File: config.mk
export PLATFORM = sky130hd
export DESIGN_NAME = sdm_tx_ni
export DESIGN_NICKNAME = d
export VERILOG_FILES = /design/src/rtl/sdm_tx_pkg.sv /design/src/rtl/sdm_tx_fifo.sv /design/src/rtl/sdm_tx_ni.sv
export SDC_FILE = /design/constraint.sdc
export NUM_CORES = 1
export LEC_CHECK = 0
export ABC_AREA = 0
export ABC_CLOCK_PERIOD_IN_PS = 5350
export CORE_MARGIN = 2
export CORE_UTILIZATION = 60
export DETAILED_ROUTE_END_ITERATION = 10
export HOLD_SLACK_MARGIN = 0.08
export PLACE_DENSITY = 0.84
export RECOVER_POWER = 100
export SLEW_MARGIN = 10
export SYNTH_ARGS = -nofsm -noshare
export SYNTH_HDL_FRONTEND = slang
export SYNTH_SLANG_ARGS = --single-unit
File: constraint.sdc
create_clock -name clk -period 5.35 [get_ports clk]
set_clock_uncertainty 0.15 [all_clocks]
set_input_delay 1.07 -clock clk [delete_from_list [all_inputs] [get_ports clk]]
set_output_delay 1.07 -clock clk [all_outputs]
set_load 0.02 [all_outputs]
File: src/rtl/sdm_tx_pkg.sv
// sdm_tx_pkg - shared types and helpers for the SDM transmit network interface.
//   tx_state_e : launch FSM states (idle / data phase / return-to-zero).
//   enc1of4    : maps a 2-bit symbol to its one-hot 1-of-4 rail code.
package sdm_tx_pkg;

  typedef enum logic [1:0] {
    ST_IDLE = 2'd0,
    ST_DATA = 2'd1,
    ST_RTZ  = 2'd2
  } tx_state_e;

  function automatic logic [3:0] enc1of4(input logic [1:0] v);
    logic [3:0] c;
    c    = '0;
    c[v] = 1'b1;
    return c;
  endfunction

endpackage

File: src/rtl/sdm_tx_fifo.sv
// sdm_tx_fifo - small synchronous FIFO holding flits awaiting launch.
// Ports:
//   clk_i        : clock, rising edge
//   rst_ni       : asynchronous active-low reset (empties the FIFO)
//   push_i       : write data_i this cycle (ignored when full)
//   data_i       : W-bit entry to write
//   pop_i        : drop the head entry this cycle (ignored when empty)
//   data_o       : head entry (valid while not empty)
//   empty_o      : registered empty flag
//   full_next_o  : full flag as it will be after this edge
module sdm_tx_fifo #(
  parameter int unsigned W  = 9,
  parameter int unsigned FD = 4
) (
  input  logic         clk_i,
  input  logic         rst_ni,
  input  logic         push_i,
  input  logic [W-1:0] data_i,
  input  logic         pop_i,
  output logic [W-1:0] data_o,
  output logic         empty_o,
  output logic         full_next_o
);

  localparam int unsigned AW = $clog2(FD);
  localparam logic [AW:0] FULL_CNT = (AW+1)'(FD);

  logic [W-1:0]  mem_q [FD];
  logic [AW-1:0] wr_ptr_q, rd_ptr_q;
  logic [AW:0]   count_q, count_d;
  logic          full_q, empty_q;
  logic          push_ok, pop_ok;

  assign push_ok = push_i & ~full_q;
  assign pop_ok  = pop_i & ~empty_q;

  always_comb begin
    count_d = count_q;
    case ({push_ok, pop_ok})
      2'b10:   count_d = count_q + 1'b1;
      2'b01:   count_d = count_q - 1'b1;
      default: count_d = count_q;
    endcase
  end

  assign full_next_o = (count_d == FULL_CNT);

  // Pointers wrap naturally because FD is a power of two.
  always_ff @(posedge clk_i or negedge rst_ni) begin
    if (!rst_ni) begin
      wr_ptr_q <= '0;
      rd_ptr_q <= '0;
      count_q  <= '0;
      full_q   <= 1'b0;
      empty_q  <= 1'b1;
    end else begin
      if (push_ok) wr_ptr_q <= wr_ptr_q + 1'b1;
      if (pop_ok)  rd_ptr_q <= rd_ptr_q + 1'b1;
      count_q <= count_d;
      full_q  <= (count_d == FULL_CNT);
      empty_q <= (count_d == '0);
    end
  end

  always_ff @(posedge clk_i) begin
    if (push_ok) mem_q[wr_ptr_q] <= data_i;
  end

  assign data_o  = mem_q[rd_ptr_q];
  assign empty_o = empty_q;

endmodule

File: src/rtl/sdm_tx_ni.sv
// sdm_tx_ni - synchronous-to-asynchronous transmit network interface.
// Takes clocked flits (valid/ready + eof), buffers them, and launches each one
// as a 1-of-4 four-phase return-to-zero code, completing against an async ack.
// Ports:
//   clk, rst_n   : clock (rising) and asynchronous active-low reset
//   din, din_eof : flit payload and end-of-frame flag
//   din_valid    : flit offered; accepted when din_ready is high
//   din_ready    : registered FIFO-not-full
//   o0..o3       : rail r of each of the SCN 1-of-4 sub-channels
//   o4           : eof rail
//   oa           : asynchronous acknowledge from the router port
//   idle         : FIFO empty, FSM idle and synchronised ack low (registered)
module sdm_tx_ni
  import sdm_tx_pkg::*;
#(
  parameter int unsigned DW   = 8,
  parameter int unsigned SCN  = DW / 2,
  parameter int unsigned FD   = 4,
  parameter int unsigned SYNC = 2
) (
  input  logic           clk,
  input  logic           rst_n,
  input  logic [DW-1:0]  din,
  input  logic           din_eof,
  input  logic           din_valid,
  output logic           din_ready,
  output logic [SCN-1:0] o0,
  output logic [SCN-1:0] o1,
  output logic [SCN-1:0] o2,
  output logic [SCN-1:0] o3,
  output logic           o4,
  input  logic           oa,
  output logic           idle
);

  localparam int unsigned HW = $clog2(SYNC + 2);
  localparam logic [HW-1:0] HOLD_DONE = HW'(SYNC + 1);

  tx_state_e            state_q;
  logic [3:0][SCN-1:0]  rails_q;
  logic                 eof_q;
  logic                 idle_q;
  logic                 din_ready_q;
  logic [SYNC-1:0]      ack_sync_q;
  logic [HW-1:0]        hold_q;

  logic                 ack_s;
  logic                 ack_early;
  logic                 hold_done;
  logic                 push;
  logic                 launch;
  logic [DW:0]          head;
  logic                 fifo_empty;
  logic                 fifo_full_next;
  logic [3:0][SCN-1:0]  head_rails;

  // Ack synchroniser: ack_s is the last stage. ack_early is the value ack_s
  // takes at the coming edge; the DATA/RTZ transitions use it so the rails
  // change on the same edge that ack_s does.
  always_ff @(posedge clk or negedge rst_n) begin
    if (!rst_n) ack_sync_q <= '0;
    else        ack_sync_q <= {ack_sync_q[SYNC-2:0], oa};
  end

  assign ack_s     = ack_sync_q[SYNC-1];
  assign ack_early = ack_sync_q[SYNC-2];

  // Hold-off after reset so a stale high ack reaches ack_s before any launch.
  always_ff @(posedge clk or negedge rst_n) begin
    if (!rst_n)          hold_q <= '0;
    else if (!hold_done) hold_q <= hold_q + 1'b1;
  end

  assign hold_done = (hold_q == HOLD_DONE);

  assign push = din_valid & din_ready_q;

  sdm_tx_fifo #(
    .W  (DW + 1),
    .FD (FD)
  ) u_fifo (
    .clk_i       (clk),
    .rst_ni      (rst_n),
    .push_i      (push),
    .data_i      ({din_eof, din}),
    .pop_i       (launch),
    .data_o      (head),
    .empty_o     (fifo_empty),
    .full_next_o (fifo_full_next)
  );

  // Ready follows the post-edge fill level, so the push that fills the FIFO
  // drops ready on the same edge and a pop re-raises it on the next cycle.
  always_ff @(posedge clk or negedge rst_n) begin
    if (!rst_n) din_ready_q <= 1'b0;
    else        din_ready_q <= ~fifo_full_next;
  end

  always_comb begin
    logic [3:0] code;
    head_rails = '0;
    code       = '0;
    for (int unsigned k = 0; k < SCN; k++) begin
      code = enc1of4(head[2*k +: 2]);
      for (int unsigned r = 0; r < 4; r++) begin
        head_rails[r][k] = code[r];
      end
    end
  end

  // From IDLE a launch waits for the fully synchronised ack to be low; from
  // RTZ the next head goes out as soon as the falling ack arrives.
  always_comb begin
    launch = 1'b0;
    if (hold_done && !fifo_empty) begin
      if (state_q == ST_IDLE) launch = ~ack_s;
      else if (state_q == ST_RTZ) launch = ~ack_early;
    end
  end

  always_ff @(posedge clk or negedge rst_n) begin
    if (!rst_n) begin
      state_q <= ST_IDLE;
      rails_q <= '0;
      eof_q   <= 1'b0;
      idle_q  <= 1'b1;
    end else begin
      idle_q <= fifo_empty & (state_q == ST_IDLE) & ~ack_s;
      case (state_q)
        ST_IDLE: begin
          if (launch) begin
            rails_q <= head_rails;
            eof_q   <= head[DW];
            state_q <= ST_DATA;
          end
        end
        ST_DATA: begin
          // A falling ack here was never seen high; it is simply ignored.
          if (ack_early) begin
            rails_q <= '0;
            eof_q   <= 1'b0;
            state_q <= ST_RTZ;
          end
        end
        ST_RTZ: begin
          if (!ack_early) begin
            if (launch) begin
              rails_q <= head_rails;
              eof_q   <= head[DW];
              state_q <= ST_DATA;
            end else begin
              state_q <= ST_IDLE;
            end
          end
        end
        default: begin
          rails_q <= '0;
          eof_q   <= 1'b0;
          state_q <= ST_IDLE;
        end
      endcase
    end
  end

  assign o0        = rails_q[0];
  assign o1        = rails_q[1];
  assign o2        = rails_q[2];
  assign o3        = rails_q[3];
  assign o4        = eof_q;
  assign din_ready = din_ready_q;
  assign idle      = idle_q;

endmodule

======== Yosys cells after proc, flatten, opt, wreduce, memory -nomap -nowiden ========
Memories as Yosys holds them, arrays and structs flattened.
Index checks and enable logic that the tools add are counted.
operators by class
  equal/unequal tests ..................... 9
  multiply operators ...................... 0
  muxes and demuxes ....................... 27
  shift-type cells ........................ 0
  reduce and logical (&&, ||, !) cells .... 10
  bitwise gates (word level) .............. 10
  magnitude comparators ................... 8
  divide/modulo/power cells ............... 0
  add/sub/neg operators ................... 5
operator list
  operator                                                                             count
  16-bit two-way mux                                                                   3
  16-bit one-hot mux with 3 select lines                                               1
  1-bit two-way mux                                                                    13
  2-bit by 3-bit < comparator with 1-bit output, second input constant                 4
  1-bit demux with 2-bit select                                                        4
  2-bit by 1-bit greater-or-equal comparator with 1-bit output, second input constant  4
  2-bit by 1-bit adder with 2-bit output, second input constant                        3
  2-bit equality test, second input constant                                           3
  2-bit two-way mux                                                                    3
  2-bit one-hot mux with 3 select lines                                                1
  3-bit one-hot mux with 2 select lines                                                1
  1-bit AND                                                                            5
  1-bit logical AND                                                                    5
  1-bit inverter                                                                       5
  2-bit by 1-bit equality test with 1-bit output, second input constant                2
  2-bit != test, second input constant                                                 2
  3-bit by 1-bit adder with 3-bit output, second input constant                        1
  3-bit equality test, second input constant                                           1
  3-bit logical NOT                                                                    1
  1-bit one-hot mux with 3 select lines                                                1
  3-bit AND reduction                                                                  1
  3-bit by 1-bit subtractor with 3-bit output, second input constant                   1
  2-bit logical NOT                                                                    1
  2-bit by 1-bit != test with 1-bit output, second input constant                      1
  other kinds (2)                                                                      2
storage, ports and cells
  bits in registers ....................... 34
  memories ................................ 1
  bits of input ports ..................... 13
  logic and storage cells ................. 85
  bits in writable memories ............... 36
  bits in latches ......................... 0
  output and inout port bits .............. 19
  ROM bits ................................ 0
memories
  name          depth  width  rd ports  clocked after Yosys merged registers in  wr ports  line               text
  u_fifo.mem_q  4      9      1         0                                        1         sdm_tx_fifo.sv:28  logic [W-1:0] mem_q [FD];

======== Longest topological paths before layout ========
  depth in word-level cells ............... 9
  mapped depth ............................ 10
  gate-level depth less buffers ........... 10

======== By module ========
Synthesis repeated with hierarchy kept, for this count alone.
second synthesis, totals
  cell total of the unflattened synthesis .. 173
  area, all modules ....................... 2906.5 um^2
modules (own cells, without submodules)
  module       area an instance (um^2)  sequential area each (um^2)  instances  cells an instance
  sdm_tx_fifo  1798.0                   1307.5                       1          94
  sdm_tx_ni    1108.6                   626.9                        1          79

======== Worst setup path after synthesis ========
No wires, ideal clock.
  path type ............................... input port to flip-flop
  from .................................... in din_valid
  to ...................................... reg u_fifo.full_q
  setup slack ............................. 2.501 ns
  buffers on the path ..................... 0
  data arrival time ....................... 2.580 ns
  library setup time ...................... 0.119 ns
  stages .................................. 9
  required time ........................... 5.081 ns
  cells stage by stage .................... nand2_1 > nor2_1 > inv_1 > ha_1 > inv_1 > fa_1 > nor2b_1 > a21oi_1 > o21ba_2
between the ends
  cells in the longest elaborated chain, start to end .. 5
  elaborated cells on any way between the ends .. 6
  those cells by class .................... eq/ne: 3; mux: 1; bitwise: 2
RTL lines
  item                                                                                   line               text
  start, declared                                                                        sdm_tx_ni.sv:25    input logic din_valid,
  1-bit AND (*)                                                                          sdm_tx_ni.sv:76    assign push = din_valid & din_ready_q;
  1-bit AND (*)                                                                          sdm_tx_fifo.sv:34  assign push_ok = push_i & ~full_q;
  2-bit by 1-bit equality test with 1-bit output or 2-bit equality test (tied branches)  sdm_tx_fifo.sv:39  case ({push_ok, pop_ok})
  3-bit one-hot mux with 2 select lines (*)                                              sdm_tx_fifo.sv:39
  3-bit equality test (*)                                                                -
  via fifo_full_next                                                                     sdm_tx_ni.sv:54    logic fifo_full_next;
  end signal, assigned                                                                   sdm_tx_fifo.sv:60  full_q <= (count_d == FULL_CNT);
  end, declared                                                                          sdm_tx_fifo.sv:31  logic full_q, empty_q;
Mark *: on every way through the listed nets, which the timed path passes. The rest lies on a longest branch.
A chain may end at the register's enable or synchronous reset.

======== Worst setup path after layout ========
Ends and elaborated chain as after synthesis.

==> results.cfg <==
[critical_path]
startpoint = din_valid
timing.rr.end = o0[0]
reg2reg_depth = 3
crit_required_ps = 5420
startpoint_type = input port
cp_cell_sequence = dlygate4sd3_1 > nand2_1 > nor2_1 > inv_1 > ha_1 > inv_1 > fa_1 > nor2b_1 > a21oi_1 > o21ba_2
cp-endpoint = u_fifo.full_q
cp_max_fo = 7
worstPathArrival_ps = 3450
r2r-start = state_q[0]
cp-end-kind = flop
cpMaxStageDelayCell = dlygate4sd3_1
cp_slowest_stage_delay_ps = 550
r2r_setup_slack_ps = 2210
cpMostUsedCell = inv_1
worstSetupPathType = in2reg

[timing]
slew_headroom_pct = -20.43
worst_pin_slew_ps = 1806
timing.final.ws_setup_ps = 1970
rsz0062_at_grt = no
post-route-min-period_ps = 3380
setup-violations-final = 0
fin_tns_setup_ps = 0
fmax_mhz = 295.8
slew_viol_final = 35
post-route-period-util_pct = 63.18
finalHoldViolations = 0

[final_layout]
insertedDiodeCount = 0
final_common_cell = edfxtp_1
syn_to_final_growth_pct = 16.66
final_area_um2 = 3496
post-route-util_pct = 73.53
drive_gt1_share_pct = 21.00
finalNetCount = 234
final_cell_mix = edfxtp_1 (36), dfrtp_1 (32), dlygate4sd3_1 (31)
layoutNonFillerInstCount = 286

[clock_network]
cts_made_buffers = 9
htreeDepth = 3
root_buffer = clkbuf_8
cts_buffer_depth = 2
cts.clk_slew.worst_paths_ps = 70
post_cts_resize_count = 0
cts_hold_buffers = 0
clkLatencyLatePin_ps = 330
cts_setup_buffers = 0
clkSinkCount = 70
cts_tree = built

[status]
violations = capacitance limit, slew limit
status = finished, violations left

[floorplan]
initial_core_util_pct = 63.03
core_area_um2 = 4755
die_y_um = 74.67
rows = 25
die_area_um2 = 5576
die_x_um = 74.67
io_pins = 32

[yosys]
syn-mean-instance-area_um2 = 16.93
synth_fp_nets = 197
synth_edf_count = 36
ys_types = 41
synth-xor-area-share_pct = 2.046
seq_area_frac_synth_pct = 64.55
synthAdderAreaFrac_pct = 3.173
synthSimpleGateAreaFrac_pct = 7.766
synthArstFlopShare_pct = 48.57
synthFlopType = edfxtp_1
syn_area_um2 = 2997
synth-compound-area-share_pct = 4.843
synth_seq_cells = 70
postSynthCellCount = 177
muxShareOfSynthArea_pct = 15.11
ys_warn_count = 0
synth_top_family_by_area = multiplexers

[pwr]
powerDensity_nw_per_um2 = 544.0
ir_drop_v = 0.0003376
cellLeakagePower_nw = 1.402

[global_routing]
antenna_found_initial = 0
grt_max_degree = 35
grt_pass1_wl_um = 7983
grt_usage_pct = 20.25
grt_overflow_total = 0
grt_pass1_vias = 1656

[routing]
drt_iter0_markers = 83
drt-vias-per-instance = 5.556
post-route-drc-count = 0
ant_nets = 0
vias = 1589
wirelength_um = 4810
dr.max_layer_used = met4
firstDrtPassIters = 4
met3_length_um = 184
wl_met2_um = 2596
met1_length_um = 1983
wire_per_inst_um = 16.82

[placed_design]
placed_cells_incl_taps = 270
gp_congestion = 0.7181
dpl_worst_slack_ps = 1786
dp_hpwl_um = 3382
place_area_um2 = 3353
io_buffer_count = 31

[flow_run]
drv_cap = 1

[worst_hold_path]
hp-class = reg2reg
critical path: cells and delay by family:
| kind | cells | cell delay, ps |
|---|---|---|
| buffers and inverters | 3 | 710 |
| adder cells (fa/ha/maj) | 2 | 630 |
| AND/OR/NAND/NOR | 3 | 550 |
| AO/OA/AOI/OAI | 2 | 500 |
Yosys cell counts (2+ instances only):
library cell	number	share of area, %
inv_1	8	1.0
nor2_1	2	0.25
dfstp_2	2	1.8
nor3_1	6	1.0
nor2b_1	3	0.63
o2111ai_1	3	0.88
and3b_1	3	0.88
mux4_2	9	6.8
nand2_1	2	0.25
dfrtp_1	32	27
a21oi_1	2	0.33
nor3b_1	8	2.0
ha_1	6	2.5
xor2_1	2	0.58
clkbuf_1	2	0.25
o31ai_1	2	0.50
and2_1	5	1.0
buf_2	2	0.33
xnor2_1	5	1.5
mux2_4	10	5.0
edfxtp_1	36	36
mux2_2	8	3.0
routing by layer:
layer / vias to the layer above / GRT usage [%]
met3: 5 / 3.748
met5: - / 0
met2: 45 / 34.12
met4: 0 / 10.71
li1: 741 / -
met1: 798 / 25.14
worst min path at each step:
stage / start / to / depth (start not counted)
2_1_floorplan: ack_sync_q[1] / idle / 1
3_3_place_gp: ack_sync_q[1] / idle / 1
3_5_place_dp: ack_sync_q[1] / idle / 1
4_1_cts: ack_sync_q[1] / idle / 1
5_1_grt: ack_sync_q[1] / idle / 1
6_report: ack_sync_q[1] / idle / 1
cells by family (layout without fill, tap and decap cells):
logic type,count (synthesis),after routing
xor gates and xnor gates,7,7
muxes,28,28
DFF,70,70
and+or+nand+nor,35,35
adders and majority gates,7,7
buffers and inverters,14,56
AOI/OAI and AO/OA,16,16
power breakdown:
| part | leakage (nW) | total, mW | switching (mW) | internal [mW] |
|---|---|---|---|---|
| Combinational | 0.550 | 0.652 | 0.317 | 0.336 |
| Clock | 0.105 | 0.422 | 0.180 | 0.242 |
| Sequential | 0.747 | 0.828 | 0.121 | 0.707 |
| Total | 1.40 | 1.90 | 0.618 | 1.28 |
registers in the layout, summed over array words and instances (netlist names), 2 cells and up:
name	flops
u_fifo.count_q	3
o0	4
state_q	2
o1	4
u_fifo.wr_ptr_q	2
hold_q	2
o3	4
u_fifo.rd_ptr_q	2
u_fifo.mem_q	36
o2	4
ack_sync_q	2
stage by stage:
step	power, mW	hold WS, ps
after floorplan	1.367	248.1
after global placement	1.492	262.0
after detailed placement	1.550	273.3
after CTS	1.977	285.2
after global routing	2.017	298.0
final	1.902	274.2
final cells by class:
| class | instances | area [um2] |
|---|---|---|
| inverter | 8 | 30.03 |
| timing repair buffer | 32 | 314.1 |
| clock buffer | 12 | 156.4 |
| tap | 67 | 83.83 |
| clock inverter | 4 | 45.04 |
| multi-input combinational | 93 | 932.1 |
| fill | 316 | 1259 |
| sequential | 70 | 1934 |
Power figures use the tool's default switching activity.
